**src/rtl/fetch_stage.sv**
```systemverilog
// fetch_stage: instruction fetch for the 16-bit pipelined core.
// Holds the PC, requests words from instruction memory and presents
// {instruction, pc_plus2, valid} to decode. A one-entry skid buffer catches
// a word that returns while decode is stalled, so no fetched word is lost.
// Optional build macro FETCH_PERF_CNT_EN adds saturating counters for
// accepted words and miss cycles; without it the perf outputs are zero.
module fetch_stage #(
    parameter logic [15:0] RESET_PC   = 16'h0000,
    parameter logic [3:0]  HLT_OPCODE = 4'hF
) (
    input  logic        clk,
    input  logic        rst_n,
    output logic        imem_req,
    output logic [15:0] imem_addr,
    input  logic        imem_ready,
    input  logic [15:0] imem_rdata,
    input  logic        stall,
    input  logic        branch_taken,
    input  logic [15:0] branch_target,
    output logic [15:0] instruction,
    output logic [15:0] pc_plus2,
    output logic        valid,
    output logic        halted,
    output logic [15:0] perf_fetched,
    output logic [15:0] perf_miss_cycles
);

    typedef enum logic [1:0] {
        S_RUN  = 2'd0,
        S_SKID = 2'd1,
        S_HALT = 2'd2
    } state_t;

    state_t      state_q, state_d;
    logic [15:0] pc_q, pc_d;
    logic [15:0] instr_q, instr_d;
    logic [15:0] pc2_q, pc2_d;
    logic        valid_q, valid_d;
    logic [15:0] skid_q, skid_d;
    logic [15:0] skid_pc2_q, skid_pc2_d;
    logic        skid_halt_q, skid_halt_d;

    logic        slot_free;
    logic        rdata_is_hlt;
    logic [15:0] pc_inc;

    // Decode-side handshake and fetched-word decode used by the next-state logic
    assign slot_free    = !valid_q || !stall;
    assign rdata_is_hlt = (imem_rdata[15:12] == HLT_OPCODE);
    // PC arithmetic wraps naturally at 16 bits (16'hFFFE + 2 = 16'h0000)
    assign pc_inc       = pc_q + 16'd2;

    assign imem_addr   = pc_q;
    assign imem_req    = (state_q == S_RUN);
    assign halted      = (state_q == S_HALT);
    assign instruction = instr_q;
    assign pc_plus2    = pc2_q;
    assign valid       = valid_q;

    // Next-state and datapath: branch redirect overrides all normal operation
    always_comb begin
        // NOTE: every _d gets its hold value first so no path can infer a latch.
        state_d     = state_q;
        pc_d        = pc_q;
        instr_d     = instr_q;
        pc2_d       = pc2_q;
        valid_d     = valid_q;
        skid_d      = skid_q;
        skid_pc2_d  = skid_pc2_q;
        skid_halt_d = skid_halt_q;

        if (branch_taken) begin
            // Squash everything in flight, including a speculatively fetched HLT
            pc_d        = branch_target;
            valid_d     = 1'b0;
            skid_d      = 16'h0000;
            skid_pc2_d  = 16'h0000;
            skid_halt_d = 1'b0;
            state_d     = S_RUN;
        end else begin
            case (state_q)
                S_RUN: begin
                    if (imem_ready) begin
                        if (!rdata_is_hlt) begin
                            pc_d = pc_inc;
                        end
                        if (slot_free) begin
                            instr_d = imem_rdata;
                            pc2_d   = pc_inc;
                            valid_d = 1'b1;
                            if (rdata_is_hlt) begin
                                state_d = S_HALT;
                            end
                        end else begin
                            // Decode is holding its word: park this one
                            skid_d      = imem_rdata;
                            skid_pc2_d  = pc_inc;
                            skid_halt_d = rdata_is_hlt;
                            state_d     = S_SKID;
                        end
                    end else if (slot_free) begin
                        valid_d = 1'b0;
                    end
                end
                S_SKID: begin
                    if (!stall) begin
                        instr_d     = skid_q;
                        pc2_d       = skid_pc2_q;
                        valid_d     = 1'b1;
                        skid_halt_d = 1'b0;
                        state_d     = skid_halt_q ? S_HALT : S_RUN;
                    end
                end
                S_HALT: begin
                    // Drop valid once decode has taken the HLT; keep the word itself
                    if (!stall) begin
                        valid_d = 1'b0;
                    end
                end
                default: begin
                    state_d = S_RUN;
                end
            endcase
        end
    end

    // Pipeline state registers with asynchronous reset
    always_ff @(posedge clk or negedge rst_n) begin
        if (!rst_n) begin
            state_q     <= S_RUN;
            pc_q        <= RESET_PC;
            instr_q     <= 16'h0000;
            pc2_q       <= 16'h0000;
            valid_q     <= 1'b0;
            skid_q      <= 16'h0000;
            skid_pc2_q  <= 16'h0000;
            skid_halt_q <= 1'b0;
        end else begin
            // NOTE: non-blocking assignments so every flop samples pre-edge values.
            state_q     <= state_d;
            pc_q        <= pc_d;
            instr_q     <= instr_d;
            pc2_q       <= pc2_d;
            valid_q     <= valid_d;
            skid_q      <= skid_d;
            skid_pc2_q  <= skid_pc2_d;
            skid_halt_q <= skid_halt_d;
        end
    end

`ifdef FETCH_PERF_CNT_EN
    logic [15:0] perf_fetched_q, perf_fetched_d;
    logic [15:0] perf_miss_q, perf_miss_d;

    // Saturating counters: accepted words and cycles spent waiting on memory
    always_comb begin
        perf_fetched_d = perf_fetched_q;
        perf_miss_d    = perf_miss_q;
        if (imem_req && imem_ready && !branch_taken && (perf_fetched_q != 16'hFFFF)) begin
            perf_fetched_d = perf_fetched_q + 16'd1;
        end
        if (imem_req && !imem_ready && (perf_miss_q != 16'hFFFF)) begin
            perf_miss_d = perf_miss_q + 16'd1;
        end
    end

    // Performance counter registers
    always_ff @(posedge clk or negedge rst_n) begin
        if (!rst_n) begin
            perf_fetched_q <= 16'h0000;
            perf_miss_q    <= 16'h0000;
        end else begin
            perf_fetched_q <= perf_fetched_d;
            perf_miss_q    <= perf_miss_d;
        end
    end

    assign perf_fetched     = perf_fetched_q;
    assign perf_miss_cycles = perf_miss_q;
`else
    assign perf_fetched     = 16'h0000;
    assign perf_miss_cycles = 16'h0000;
`endif

endmodule

```
**config.mk**
```make
export PLATFORM = sky130hd
export DESIGN_NAME = fetch_stage
export DESIGN_NICKNAME = d
export VERILOG_FILES = /design/src/rtl/fetch_stage.sv
export SDC_FILE = /design/constraint.sdc
export NUM_CORES = 1
export LEC_CHECK = 0
export ABC_AREA = 1
export CAP_MARGIN = 40
export CORE_MARGIN = 1
export CORE_UTILIZATION = 30
export CTS_CLUSTER_SIZE = 12
export DETAILED_ROUTE_END_ITERATION = 10
export PLACE_DENSITY = 0.55
export SLEW_MARGIN = 20
export SYNTH_ARGS = -nofsm -noshare
export SYNTH_HDL_FRONTEND = slang
export SYNTH_SLANG_ARGS = --single-unit
```
**constraint.sdc**
```tcl
create_clock -name clk -period 2.7 [get_ports clk]
set_clock_uncertainty 0.05 [all_clocks]
set_input_delay 0.27 -clock clk [delete_from_list [all_inputs] [get_ports clk]]
set_output_delay 0.27 -clock clk [all_outputs]
set_load 0.02 [all_outputs]
```
# Word-level counts from Yosys, hierarchy flattened
# Cells that the tools add are included.
[classes]
n_reduce_logical = 15
div = 0
magnitude_cmp = 0
n_addsub = 1
bitwise_logic = 1
shift = 0
eq_ne = 15
n_mul = 0
muxes = 38
[ops]
columns = ["cell", "n"]
rows = [
  ["$mux 16", 18],
  ["$pmux 16 s2", 2],
  ["$add 16x2->16 const B", 1],
  ["$mux 2", 6],
  ["$reduce_and 4->1", 3],
  ["$mux 1", 9],
  ["$ne 3x3->1 const B", 3],
  ["$ne 2x2->1 const B", 4],
  ["$ne 3x1->1 const B", 2],
  ["$pmux 2 s3", 1],
  ["$reduce_and 3->1", 2],
  ["$reduce_bool 2->1", 3],
  ["$reduce_and 5->1", 1],
  ["$eq 4x4->1 const B", 1],
  ["$ne 2x1->1 const B", 2],
  ["$ne 4x3->1 const B", 1],
  ["$reduce_bool 4->1", 1],
  ["$pmux 1 s3", 1],
  ["$reduce_bool 3->1", 1],
  ["$eq 2x1->1 const B", 1],
  ["$eq 2x2->1 const B", 1],
  ["$logic_not 1->1", 2],
  ["$logic_not 2->1", 1],
  ["$pmux 1 s2", 1],
  ["other kinds (2)", 2],
]
[word_totals]
mem_count = 0
mem_bits_rw = 0
latchBits = 0
ff_bits = 84
out_inout_bits = 83
rom_bits = 0
in_bits = 37
elab_cells = 78

# Longest topological paths before layout
[depth]
depth_word = 6
ltp_mapped = 10
ltp_nobuf = 10

# Worst setup path after synthesis
# OpenSTA, ideal clock, no wires.
[synth_path]
path_kind = "register -> register"
start = "register state_q[0]"
end = "register instr_q[10] (netlist: instruction[10])"
synth_period_minus_slack_ns = 1.771
path_slack_ns = 0.929
t_required_ns = 2.520
path_stages_with_launch = 10
path_buffers = 2
t_arrival_ns = 1.591
setup_time_ns = 0.130
path_cell_list = "dfrtp_1 inv_1 ha_1 inv_1 nand2_1 nand3_1 nor2_4 buf_4 buf_2 a31oi_1"
[synth_between]
elab_chain_cells = 3
elab_cells_between_ends = 8
classes_between = "eq/ne (4); mux (1); reduce/logical (3)"
[synth_rtl]
columns = ["item", "line_no", "rtl"]
rows = [
  ["start, declared", "34", "state_t state_q, state_d;"],
  ["start signal, assigned", "140", "state_q <= state_d;"],
  ["$logic_not 2->1 *", "n/a", ""],
  ["net imem_req", "13", "output logic imem_req,"],
  ["$ne 2x1->1 (no source line) or $reduce_bool 2->1 (tied branches)", "n/a", ""],
  ["$reduce_and 5->1 (no source line)", "n/a", ""],
  ["end signal, assigned", "142", "instr_q <= instr_d;"],
  ["end, declared", "36", "logic [15:0] instr_q, instr_d;"],
]
# Mark *: on every way through the listed nets, which the timed path passes. The rest lies on a longest branch.
# A chain may end at the register's enable or synchronous reset.

# Worst setup path after layout
[layout_path]
start = "register state_q[1]"
end = "register pc2_q[15] (netlist: pc_plus2[15])"
[layout_between]
elab_chain_cells = 3
elab_cells_between_ends = 8
classes_between = "eq/ne (4); mux (1); reduce/logical (3)"
[layout_rtl]
columns = ["item", "line_no", "rtl"]
rows = [
  ["$eq 2x1->1 or $logic_not 2->1 (tied branches)", "81", "case (state_q)"],
  ["$ne 2x2->1 (no source line), or another cell as far along", "n/a", ""],
  ["$reduce_and 5->1 (no source line)", "n/a", ""],
  ["end signal, assigned", "143", "pc2_q <= pc2_d;"],
  ["end, declared", "37", "logic [15:0] pc2_q, pc2_d;"],
]
# Several ways; a longest one is shown, not always the timed one.

==> results.md <==
- Post-Place Cells: 803
- Largest family of logic cells by synthesized area: simple AND/OR/NAND/NOR gates
- Adder-Cell Fraction of Synth Area: 1.72%
- Critical Path RT: 2.93 ns
- Port Buffer Count: 87
- DRT antenna net count: 0
- #FFs+latches synth: 84
- Pwr/cell area: ~1100 nW/um^2
- CTS root buf: clkbuf_16
- Die area: 15000 um^2
- Initial antenna violation count: 0
- Hold Crit Class: reg -> reg
- Synth Flop Type: dfrtp_1
- Slowest-stage cell, CP: nor2_4
- Initial core utilization: 31.1%
- Fin crit share: between 70% and 80%
- Reg power frac: 35.4%
- Number of synthesized flops with an enable pin: 0
- Ports: 120
- Syn avg cell area: ~7.9 um^2
- Post_cts resized: 0
- Synth top cells by count: 171 x nand2_1, 84 x dfrtp_1, 61 x nor2_1, 37 x buf_4, 32 x o21ai_0
- Dominant cell by count in the synthesized netlist: nand2_1
- Post-Synth Simple-Gate Area: 24.2%
- Bufs and invs on worst path: 3
- CTS Hold Bufs: 1
- Syn Inst Count: approximately 550
- Detailed Routing Iterations Pass 1: 5
- Post-CTS Setup Inserts: 0
- Vias: 3745
- Largest net degree at the start of global routing: 85
- Die W: between 100 and 150 um
- Num rows: 43
- Gate power share: between 40% and 50%
- Post-synth top area share: 48.2%
- Fmax: 488 MHz
- P&R area growth vs syn: 29.1%
- Post-synthesis mux area share: 0%
- Sw frac: 38.8%
- Die height: around 120 um
- Worst-case clock buffer depth: 2
- DR DRC count: 0
- Placer Congestion: 0.845
- Sink Count: 84
- Total Wirelength: 11300 um
- Synthesized area: ~4400 um^2
- Unrepaired setup endpoints after global routing: false
- CP Class: reg -> reg
- Final min period: 2.05 ns
- Routed len/inst: approximately 14 um
- Dpl hpwl: ~7800 um
- Critical-path maximum fanout: 19
- Clock power frac: roughly 22%
- Arr. time, crit path: 2.28 ns
- Synth Area in Compound Gates: 13.2%
- Hold WS: 0.434 ns
- Yosys top cell by area: dfrtp_1
- IR drop worst, VDD: 0.351 mV
- Filler instances: approximately 1400
- Int Pwr: 3.65 mW
- # setup viols final: 0
- Count of final hold-check violations: 0
- Ys async rst share: 100%
- Hold Path Stages: 2
- Worst path depth: 9
- Post-Layout Cell Count: 818
- Post-Route Setup TNS: 0 ns
- Vias in the first global route: 3603
- Yosys cell types: 33
- Synth Area in XOR/XNOR: between 1.5 and 2%
- Initial drt markers: 260
- Crit. End Element: register
- Startpoint Class: register
- Top post-synthesis cells by area: dfrtp_1 48%, nand2_1 15%, buf_4 6.4%
- Seq/Total Area, Yosys: between 40 and 50%
- Worst path cell trace: inv_1 -> ha_1 -> inv_4 -> o21ai_2 -> nor2_4 -> inv_2 -> nor2_1 -> o21ai_1 -> nand2_1
- CTS Buf Count: 9
- GRT Total Usage: 16.3%
- Antenna cells: 0
- Status: finished, final reports clean
- First-pass GRT wire length: 18600 um
- CP peak stage delay: roughly 0.39 ns
- CP top delay family: simple AND/OR/NAND/NOR gates
- YS warnings: 0
- GR Overflow Total: 0
- Clock latency at the later pin of the worst-skew pair: roughly 0.34 ns
- Vias per inst: 4.58
- TritonCTS clock tree: built
- Worst-path clk slew: 0.06 ns
- Dpl cell area: 5320 um^2
- Layout cell share with drive strength beyond 1: under 10%
- MaxCap Viol Count: 0
- R2R cell count: 9
- Pleak: 2.58 nW
- Core region area: 14000 um^2
- Final non-filler cell area: 5640 um^2
- NetSw: 2.31 mW
- Slew Viols, Final: 0
- Final #Nets: 678
- CTS H-tree lvls: 3
-- cell families after synthesis --
group	Yosys count
buf+inv	83
other cells	1
flops	84
simple gates	263
fa+ha+maj	6
compound gates	107
xor+xnor	9
-- worst paths after layout --
path | start | to | slack (ns)
min in group asynchronous | rst_n | skid_q[11] | 0.45
setup / recovery | state_q[1] | pc_plus2[15] | 0.65
max in group asynchronous | rst_n | skid_pc2_q[6] | 1.79
setup reg to reg | state_q[1] | pc_plus2[15] | 0.65
hold / removal | skid_q[15] | skid_q[15] | 0.43
hold reg to reg | skid_q[15] | skid_q[15] | 0.43
-- area by class of cell --
class                      count  area [um^2]  share of cell area (%)
clock buffer                  12          246                    4.37
inverter                      25         96.3                    1.71
sequential                    84         2100                    37.3
tap                          180          225                    4.00
multi-input combinational    417         1910                    34.0
timing repair buffer          98          991                    17.6
clock inverter                 2         60.1                    1.07
-- sequential cells by signal, summed over array words and instances, names as in the netlist --
name and count:
valid 1, skid_pc2_q 16, pc_plus2 16, skid_halt_q 1
imem_addr 16, state_q 2, skid_q 16, instruction 16
-- layer usage --
layer | track usage (%) | vias to the layer above | part of all wire (%)
li1 | - | 1887 | -
met5 | 0 | - | 0
met3 | 2.65 | 10 | 4.5
met2 | 25.5 | 108 | 47
met4 | 6.63 | 0 | 1.5
met1 | 22.3 | 1740 | 47
-- tightest hold or removal path, stage by stage (launching register included) --
cell and delay [ns]:
dfrtp_1 0.34, nand2_1 0.05, o21ai_0 0.06
-- stage by stage --
step	setup WS, ns	power [mW]	util (%)
global route	0.408	6.39	40.1
floorplan	0.929	3.61	-
global placement	0.623	4.68	37.9
detailed placement	0.573	4.70	37.9
finish	0.651	5.96	40.1
CTS	0.612	6.02	40.1
-- power by group through the flow --
| stage | logic, mW | registers, mW | clock network (mW) |
|---|---|---|---|
| floorplan | 1.19 | 2.42 | 0 |
| detailed placement | 2.57 | 2.14 | 0 |
| CTS | 2.58 | 2.12 | 1.33 |
| global route | 2.84 | 2.17 | 1.38 |
| finish | 2.55 | 2.11 | 1.30 |
| global placement | 2.55 | 2.13 | 0 |
-- cells in the final DEF (no fill, tap or decap) --
cell type,netlist,final
o21ai_4,0,1
clkdlybuf4s50_1,0,86
nor2_4,1,1
a31oi_1,21,21
nand3_1,12,12
xnor2_1,5,5
clkbuf_1,7,2
inv_2,6,6
clkbuf_8,0,1
o21ai_2,2,1
o21ai_0,32,32
or2_0,1,1
or2_2,2,2
dlygate4sd3_1,0,1
dfrtp_1,84,84
nor2_1,61,61
o22ai_1,1,1
inv_1,18,18
o211ai_1,1,1
a21oi_1,28,28
or2_1,1,1
nand4_1,6,6
bufinv_16,0,2
o21ai_1,20,20
xor2_1,4,4
nor2_2,4,4
clkbuf_16,0,9
buf_12,0,3
o31ai_1,2,2
ha_1,6,6
nand3b_1,2,2
inv_4,1,1
buf_4,37,8
nor3_1,2,2
nand2_1,171,171
conb_1,1,32
Note: power is estimated with default switching activity, not from simulation.
